**config.mk**
```make
export PLATFORM = sky130hd
export DESIGN_NAME = spi_master_arbiter
export DESIGN_NICKNAME = d
export VERILOG_FILES = /design/src/rtl/spi_master_arbiter.sv
export SDC_FILE = /design/constraint.sdc
export NUM_CORES = 1
export LEC_CHECK = 0
export BUFFER_PORTS_ARGS = -buffer_cell sky130_fd_sc_hd__buf_2
export CELL_PAD_IN_SITES_DETAIL_PLACEMENT = 2
export CELL_PAD_IN_SITES_GLOBAL_PLACEMENT = 2
export CORE_ASPECT_RATIO = 0.6
export CORE_UTILIZATION = 30
export DETAILED_ROUTE_END_ITERATION = 7
export PLACE_DENSITY_LB_ADDON = 0.1
export SETUP_SLACK_MARGIN = 0.3
export SLEW_MARGIN = 30
export SYNTH_ARGS = -nofsm -noshare
export SYNTH_HDL_FRONTEND = slang
export SYNTH_SLANG_ARGS = --single-unit
```
**constraint.sdc**
```tcl
create_clock -name IN_CLOCK -period 3.2 [get_ports IN_CLOCK]
set_clock_uncertainty 0.1 [all_clocks]
set_input_delay 0.16 -clock IN_CLOCK [delete_from_list [all_inputs] [get_ports IN_CLOCK]]
set_output_delay 0.16 -clock IN_CLOCK [all_outputs]
set_load 0.01 [all_outputs]
```
**src/rtl/spi_master_arbiter.sv**
```systemverilog
// Round-robin arbiter sharing one SPI master among several clients, with a
// per-transaction timeout and a CS-idle guard gap before the next launch.
module spi_master_arbiter #(
   parameter int REQUESTERS   = 4,
   parameter int PACK_LENGTH  = 8,
   parameter int GUARD_CLKS   = 4,
   parameter int TIMEOUT_CLKS = 1024
) (
   input  logic                              IN_CLOCK,
   input  logic                              IN_RESET,
   input  logic [REQUESTERS-1:0]             IN_REQ,
   input  logic [REQUESTERS*PACK_LENGTH-1:0] IN_REQ_DATA,
   output logic [REQUESTERS-1:0]             OUT_GRANT,
   output logic [REQUESTERS-1:0]             OUT_ACK,
   output logic [PACK_LENGTH-1:0]            OUT_RESP_DATA,
   output logic                              OUT_ERROR,
   output logic                              OUT_BUSY,
   output logic                              OUT_LAUNCH,
   output logic [PACK_LENGTH-1:0]            OUT_MASTER_DATA,
   input  logic                              IN_CS,
   input  logic [PACK_LENGTH-1:0]            IN_MASTER_RECEIVE_DATA,
   input  logic                              IN_MASTER_ACTION_DONE
);

   // state       | meaning
   // S_IDLE      | no transaction; arbitrate among IN_REQ from r_ptr upward
   // S_LAUNCH    | OUT_LAUNCH held high until the master pulls CS low
   // S_WAIT_DONE | waiting for a fresh rising edge of the master's done
   // S_RESP      | issue OUT_ACK/OUT_RESP_DATA/OUT_ERROR, advance r_ptr
   // S_GUARD     | count GUARD_CLKS cycles of CS high before re-arbitrating

   localparam int IW = (REQUESTERS > 1) ? $clog2(REQUESTERS) : 1;
   localparam int TW = (TIMEOUT_CLKS > 1) ? $clog2(TIMEOUT_CLKS) : 1;
   localparam int GW = 8;

   localparam logic [TW-1:0] TMO_LOAD   = TW'(TIMEOUT_CLKS - 1);
   localparam logic [GW-1:0] GUARD_LOAD = GW'(GUARD_CLKS);
   localparam logic [IW-1:0] LAST_IDX   = IW'(REQUESTERS - 1);
   localparam logic [IW:0]   NREQ       = (IW+1)'(REQUESTERS);

   typedef enum logic [2:0] {
      S_IDLE,
      S_LAUNCH,
      S_WAIT_DONE,
      S_RESP,
      S_GUARD
   } state_t;

   state_t                  r_state;
   logic [IW-1:0]           r_ptr;
   logic [IW-1:0]           r_gidx;
   logic [TW-1:0]           r_tmo;
   logic [GW-1:0]           r_guard;
   logic                    r_done_d;
   logic                    r_err;
   logic [PACK_LENGTH-1:0]  r_rx;

   logic [2*REQUESTERS-1:0] w_dbl;
   logic [REQUESTERS-1:0]   w_rot;
   logic [IW-1:0]           w_off;
   logic [IW:0]             w_sum;
   logic [IW:0]             w_wrap;
   logic [IW-1:0]           w_pick;
   logic                    w_req_any;
   logic [REQUESTERS-1:0]   w_onehot;
   logic [PACK_LENGTH-1:0]  w_tx;
   logic                    w_done_rise;

   // Rotate requests so bit 0 is the client at r_ptr; the lowest set bit wins.
   always_comb begin
      w_dbl     = {IN_REQ, IN_REQ} >> r_ptr;
      w_rot     = w_dbl[REQUESTERS-1:0];
      w_off     = '0;
      w_req_any = 1'b0;
      for (int k = REQUESTERS - 1; k >= 0; k--) begin
         if (w_rot[k]) begin
            w_off     = IW'(k);
            w_req_any = 1'b1;
         end
      end
      w_sum  = {1'b0, r_ptr} + {1'b0, w_off};
      w_wrap = w_sum - NREQ;
      w_pick = (w_sum >= NREQ) ? w_wrap[IW-1:0] : w_sum[IW-1:0];
      w_onehot = '0;
      w_tx     = '0;
      for (int k = 0; k < REQUESTERS; k++) begin
         if (w_pick == IW'(k)) begin
            w_onehot[k] = 1'b1;
            w_tx        = IN_REQ_DATA[k*PACK_LENGTH +: PACK_LENGTH];
         end
      end
   end

   assign w_done_rise = IN_MASTER_ACTION_DONE & ~r_done_d;

   always_ff @(posedge IN_CLOCK) begin
      if (IN_RESET) begin
         r_state         <= S_IDLE;
         r_ptr           <= '0;
         r_gidx          <= '0;
         r_tmo           <= '0;
         r_guard         <= '0;
         r_done_d        <= 1'b0;
         r_err           <= 1'b0;
         r_rx            <= '0;
         OUT_GRANT       <= '0;
         OUT_ACK         <= '0;
         OUT_RESP_DATA   <= '0;
         OUT_ERROR       <= 1'b0;
         OUT_BUSY        <= 1'b0;
         OUT_LAUNCH      <= 1'b0;
         OUT_MASTER_DATA <= '0;
      end else begin
         r_done_d  <= IN_MASTER_ACTION_DONE;
         OUT_ACK   <= '0;
         OUT_ERROR <= 1'b0;
         case (r_state)
            S_IDLE: begin
               if (w_req_any) begin
                  OUT_GRANT       <= w_onehot;
                  OUT_MASTER_DATA <= w_tx;
                  OUT_LAUNCH      <= 1'b1;
                  OUT_BUSY        <= 1'b1;
                  r_gidx          <= w_pick;
                  r_tmo           <= TMO_LOAD;
                  r_err           <= 1'b0;
                  r_state         <= S_LAUNCH;
               end
            end
            S_LAUNCH: begin
               if (r_tmo == '0) begin
                  OUT_LAUNCH <= 1'b0;
                  r_rx       <= '0;
                  r_err      <= 1'b1;
                  r_state    <= S_RESP;
               end else begin
                  r_tmo <= r_tmo - 1'b1;
                  if (!IN_CS) begin
                     OUT_LAUNCH <= 1'b0;
                     r_state    <= S_WAIT_DONE;
                  end
               end
            end
            S_WAIT_DONE: begin
               // A completed transfer wins over a timeout landing on the same cycle.
               if (w_done_rise) begin
                  r_rx    <= IN_MASTER_RECEIVE_DATA;
                  r_state <= S_RESP;
               end else if (r_tmo == '0) begin
                  r_rx    <= '0;
                  r_err   <= 1'b1;
                  r_state <= S_RESP;
               end else begin
                  r_tmo <= r_tmo - 1'b1;
               end
            end
            S_RESP: begin
               OUT_ACK       <= OUT_GRANT;
               OUT_RESP_DATA <= r_rx;
               OUT_ERROR     <= r_err;
               OUT_GRANT     <= '0;
               r_ptr         <= (r_gidx == LAST_IDX) ? '0 : r_gidx + 1'b1;
               r_guard       <= GUARD_LOAD;
               r_state       <= S_GUARD;
            end
            S_GUARD: begin
               if (IN_CS) begin
                  if (r_guard == GW'(1)) begin
                     OUT_BUSY <= 1'b0;
                     r_state  <= S_IDLE;
                  end else begin
                     r_guard <= r_guard - 1'b1;
                  end
               end
            end
            default: begin
               OUT_BUSY   <= 1'b0;
               OUT_LAUNCH <= 1'b0;
               OUT_GRANT  <= '0;
               r_state    <= S_IDLE;
            end
         endcase
      end
   end

endmodule
```
==> Word-level counts from Yosys, hierarchy flattened <==
Cells that the tools add are included.
{ "totals": {"rom_bits": 0, "output_inout_bits": 27, "ff_bits": 62, "inputBits": 48, "ramBits": 0, "wordCells": 110, "mem_count": 0, "latchBits": 0} }
{ "classes": {"bitwise_logic": 6, "n_mux": 49, "div_mod_pow": 0, "n_eq_ne": 16, "multipliers": 0, "add_sub_neg": 5, "shift": 1, "n_reduce_logical": 17, "n_lt_le_gt_ge": 1} }
{ "ops": {"columns": ["cell", "count"], "rows": [
  ["two-way mux 8 bit", 8],
  ["one-hot mux 8 bit (2 select lines)", 2],
  ["two-way mux 10 bit", 3],
  ["one-hot mux 10 bit (3 select lines)", 1],
  ["two-way mux 3 bit", 7],
  ["two-way mux 1 bit", 16],
  ["one-hot mux 3 bit (5 select lines)", 1],
  ["two-way mux 2 bit", 6],
  ["logical NOT 10 bit", 1],
  ["inequality test 2 bit (second input constant)", 5],
  ["subtractor 10 x 1 -> 10 bit (second input constant)", 1],
  ["one-hot mux 1 bit (3 select lines)", 3],
  ["AND reduction 3 bit", 3],
  ["OR reduction 3 bit", 3],
  ["== test 8 x 1 -> 1 bit (second input constant)", 1],
  ["one-hot mux 4 bit (2 select lines)", 1],
  [">> shifter 8 x 2 -> 4 bit", 1],
  ["subtractor 8 x 1 -> 8 bit (second input constant)", 1],
  ["== test 2 bit (second input constant)", 3],
  ["== test 3 x 2 -> 1 bit (second input constant)", 2],
  ["inequality test 3 bit (second input constant)", 2],
  ["NOT 1 bit", 5],
  ["AND reduction 5 bit", 1],
  ["two-way mux 4 bit", 1],
  ["other kinds (15)", 17]
]} }

==> Logic depth before layout (Yosys ltp) <==
{ "logic_depth": {"depth_word": 13, "mapped_depth": 11, "mapped_depth_nobuf": 10} }

==> Worst setup path after synthesis <==
OpenSTA, ideal clock, no wires.
{ "synth_timing": {"path_type": "reg-to-reg", "from": "register r_ptr[0]", "to": "register OUT_MASTER_DATA[1]", "stages_incl_launch_ff": 11, "setup_ns": 0.139, "setup_slack_ns": 0.610, "path_buffers": 3, "required_time_ns": 2.961, "synth_period_minus_slack_ns": 2.590, "t_arrival_ns": 2.351, "path_cell_list": "dfxtp_1 -> buf_2 -> or4_1 -> o211ai_1 -> ha_1 -> xor2_1 -> xnor2_1 -> buf_6 -> buf_6 -> mux2i_1 -> o32ai_2"} }
{ "synth_via": {"elab_chain_cells": 13, "word_cells_on_any_way": 22, "classes_between": "add/sub: 2; order compare: 1; eq/ne: 3; shift: 1; mux: 13; reduce/logical: 2"} }
{ "synth_lines": {"columns": ["item", "line", "source"], "rows": [
  ["start: declaration", "50", "logic [IW-1:0] r_ptr;"],
  ["start signal: assignment", "162", "r_ptr <= (r_gidx == LAST_IDX) ? '0 : r_gidx + 1'b1;"],
  [">> shifter 8 x 2 -> 4 bit", "71", "w_dbl = {IN_REQ, IN_REQ} >> r_ptr;"],
  ["two-way mux 2 bit (4 in series)", "76", "if (w_rot[k]) begin"],
  ["adder 2 x 2 -> 3 bit", "81", "w_sum = {1'b0, r_ptr} + {1'b0, w_off};"],
  [">= comparator 3 bit or subtractor 2 x 1 -> 2 bit (tied branches)", "83, 82", null],
  ["two-way mux 2 bit", "83", "w_pick = (w_sum >= NREQ) ? w_wrap[IW-1:0] : w_sum[IW-1:0];"],
  ["logical NOT 2 bit", "87", "if (w_pick == IW'(k)) begin"],
  ["two-way mux 8 bit (4 in series)", "87", null],
  ["end signal: assignment", "121", "OUT_MASTER_DATA <= w_tx;"],
  ["end: declaration", "19", "output logic [PACK_LENGTH-1:0] OUT_MASTER_DATA,"]
]} }
Parallel ways exist; a longest one is shown, timed or not.
A chain may end at the register's enable or synchronous reset.

==> Worst setup path in the final report <==
{ "layout_timing": {"from": "register r_ptr[0]", "to": "register OUT_MASTER_DATA[4]"} }
Same word-level chain as after synthesis.

==> results.py <==
metrics = {
    "timing": {
        "hold_slack_ns": 0.02192,
        "setup_tns_ns": 0,
        "hold_violations": 0,
        "period_share_pct": 84.49,
        "setup_viol_count_final": 0,
        "fmax_mhz": 369.9,
        "period_minus_slack_ns": 2.704,
        "report.final.slew_viol_count": 0,
        "grt_setup_unrepaired": "false",
        "maxSlewHeadroom_pct": 47.76,
        "worstMarginPinSlew_ns": 0.7835,
    },
    "global_routing": {
        "grt_usage_pct": 20.32,
        "grt.overflow.total": 0,
        "grt_pass1_vias": 3252,
        "antenna_found_initial": 0,
        "grt_pass1_wl_um": 17140,
        "grt_max_degree": 31,
    },
    "logic_synthesis": {
        "synth_common_cells": "dfxtp_1, a21oi_1, nor2_1",
        "synth_ff_type": "dfxtp_1",
        "synth_seq_cells": 62,
        "syn-num-nets": 416,
        "ys_warn_count": 0,
        "synthTopCellsByArea": "dfxtp_1, a21oi_1, nor2_1",
        "syn_inst": 362,
        "async_reset_ff_share_pct": 0,
        "synth_top_area_cell": "dfxtp_1",
        "yosysSeqAreaShare_pct": 38.52,
        "avgSynthCellArea_um2": 8.900,
        "synth_top_area_share_pct": 38.52,
        "synth-edff-count": 0,
        "synth_most_common_cell": "dfxtp_1",
        "synth_area_um2": 3222,
        "synth_cell_types": 58,
    },
    "finish": {
        "fin_cells": 580,
        "drive_gt1_share_pct": 28.76,
        "syn_to_final_growth_pct": 28.08,
        "final_area_um2": 4126,
        "utilization_pct": 40.62,
        "n_fill_cell": 1144,
        "layout.nets": 495,
        "diodes": 0,
    },
    "critical_path": {
        "max_stage_delay_ns": 0.55,
        "crit_chain": "or4_1 > o211ai_1 > ha_2 > xor2_2 > xnor2_2 > buf_12 > mux2_4 > o32ai_2",
        "crit_type": "reg2reg",
        "end_kind": "flop",
        "rrSetupSlack_ns": 0.50,
        "slowest_stage": "or4_1",
        "worstPathRequired_ns": 3.34,
        "cp.arrival_ns": 2.85,
        "start_kind": "flop",
        "crit_fanout": 18,
        "reg2reg_depth": 8,
    },
    "placed_design": {
        "place_congestion": 0.7446,
        "dp.cells": 557,
        "hpwl_um": 7606,
        "port_buffers": 74,
        "placed_cell_area_um2": 3735,
    },
    "job": {
        "cap_violations": 0,
    },
    "cts": {
        "path_clk_slew_ns": 0.05,
        "cts.sinks": 62,
        "clkLatencyLatePin_ns": 0.33,
        "cts_tree": "done",
        "clockBufferDepth": 2,
        "post-cts-setup-buffer-count": 0,
        "htree_levels": 3,
        "clock-root-buffer": "clkbuf_16",
        "cts_buffers": 9,
    },
    "route": {
        "drt-pass1-iter-count": 4,
        "via_per_inst": 5.129,
        "drt_iter0_drc": 112,
        "ant_nets": 0,
        "drc": 0,
        "wl_um": 10540,
        "avgRoutedWirePerCell_um": 18.16,
        "num_vias": 2975,
    },
    "floorplan": {
        "die_area_um2": 11170,
        "die_y_um": 82.27,
        "initial_core_util_pct": 31.71,
        "pin_count": 75,
        "coreArea_um2": 10160,
        "die_x_um": 135.8,
        "rows": 28,
    },
    "power": {
        "pwr-share-seq_pct": 32.8,
        "power_density_nw_per_um2": 798.4,
        "combinationalPowerShare_pct": 36.9,
        "switchingPower_uw": 1199,
        "max-vdd-ir-drop_mv": 0.3311,
        "p_int_uw": 2095,
        "pwr-share-clk_pct": 30.3,
        "power.leakage_uw": 0.001695,
        "sw_frac_of_total_pct": 36.40,
    },
    "min_path": {
        "hp-class": "in2reg",
        "hold_depth": 3,
    },
    "status": {
        "outcome": "completed",
    },
}
## flip-flops by register name (all words and copies together), names as in the netlist
signal,count
OUT_GRANT,4
OUT_RESP_DATA,8
OUT_ERROR,1
OUT_BUSY,1
r_tmo,10
r_state,3
r_guard,8
OUT_MASTER_DATA,8
OUT_LAUNCH,1
r_ptr,2
OUT_ACK,4
r_rx,8
r_err,1
r_done_d,1
r_gidx,2
## worst paths after layout
path                                       from                               to
setup / recovery          r_ptr[0]$_SDFFE_PP0P_  OUT_MASTER_DATA[4]$_SDFFE_PP0P_
setup reg to reg          r_ptr[0]$_SDFFE_PP0P_  OUT_MASTER_DATA[4]$_SDFFE_PP0P_
hold / removal                   IN_REQ_DATA[7]  OUT_MASTER_DATA[7]$_SDFFE_PP0P_
hold reg to reg   OUT_RESP_DATA[4]$_SDFFE_PP0P_    OUT_RESP_DATA[4]$_SDFFE_PP0P_
## layout by cell type, fill, tap and decap left out, types with 2 or more instances in the layout
| cell | instances |
|---|---|
| mux2i_1 | 9 |
| nand3_1 | 6 |
| or4_1 | 3 |
| a21oi_1 | 49 |
| xor2_1 | 8 |
| nand2b_1 | 5 |
| o21ai_0 | 2 |
| inv_1 | 11 |
| a22oi_1 | 10 |
| a211oi_1 | 4 |
| or3_1 | 11 |
| nor2b_1 | 4 |
| ha_1 | 5 |
| nor4_1 | 2 |
| o32ai_2 | 7 |
| nand2_1 | 27 |
| and2_1 | 6 |
| nor2_1 | 45 |
| dfxtp_1 | 61 |
| nand4b_1 | 2 |
| o32ai_1 | 2 |
| dlygate4sd3_1 | 8 |
| clkbuf_8 | 2 |
| buf_2 | 74 |
| nor3_1 | 10 |
| mux2_4 | 6 |
| nor4_2 | 3 |
| buf_4 | 9 |
| o211ai_1 | 2 |
| nand3b_1 | 3 |
| xnor2_1 | 4 |
| clkbuf_16 | 9 |
| mux2_2 | 2 |
## logic make-up (layout without fill, tap and decap cells)
logic type / count (synthesis) / after routing / synth area share [%]
mux: 18 / 18 / 6.641
xor+xnor: 14 / 14 / 3.806
compound gates: 92 / 92 / 21.36
flops: 62 / 62 / 38.52
simple gates: 134 / 134 / 21.98
fa+ha+maj: 7 / 7 / 2.641
buf+inv: 35 / 118 / 5.048
## metrics by stage
stage / power [uW] / worst slack, ns
after floorplan: 1902 / 0.6099
after global placement: 2231 / 0.4808
after detailed placement: 2293 / 0.3992
after CTS: 3321 / 0.3523
after global routing: 3494 / 0.3713
final: 3295 / 0.4963
## final cells by class
type / instances / area, um2 / share of cell area [%]
clock inverters: 3 / 43.79 / 1.061
repair buffers: 92 / 538.0 / 13.04
well taps: 135 / 168.9 / 4.093
multi-input cells: 265 / 1836 / 44.48
flip-flops and latches: 62 / 1242 / 30.11
inverters: 11 / 41.29 / 1.001
clock buffers: 12 / 256.5 / 6.216
## metal layers
| metal | up-vias | track usage [%] | share of wire, % |
|---|---|---|---|
| met5 | - | 0 | 0 |
| met4 | 0 | 6.067 | 0.89 |
| met1 | 1469 | 26.28 | 51 |
| li1 | 1451 | - | - |
| met3 | 9 | 5.556 | 4.0 |
| met2 | 46 | 33.16 | 44 |
## power groups by stage
| stage | logic, uW | clock network [uW] | registers (uW) |
|---|---|---|---|
| 2_1_floorplan | 840 | 0 | 1060 |
| 3_3_place_gp | 1150 | 0 | 1080 |
| 3_5_place_dp | 1200 | 0 | 1090 |
| 4_1_cts | 1220 | 1020 | 1080 |
| 5_1_grt | 1340 | 1050 | 1100 |
| 6_report | 1210 | 999 | 1080 |
## worst max-delay path: cells and delay by family, from the launching register on
kind,cells,cell delay [ns]
AO/OA/AOI/OAI,2,0.33
XOR/XNOR,2,0.46
AND/OR/NAND/NOR,1,0.55
flip-flops,1,0.38
multiplexers,1,0.32
buffers and inverters,1,0.22
adder cells (fa/ha/maj),1,0.24
## what timing repair did
action / 4_1_cts / 5_1_grt
hold endpoints to repair: 8 / 0
setup endpoints to repair: 0 / 10
gates resized for setup: 0 / 3
hold buffers: 8 / 0
Note: power is estimated with default switching activity, not from simulation.
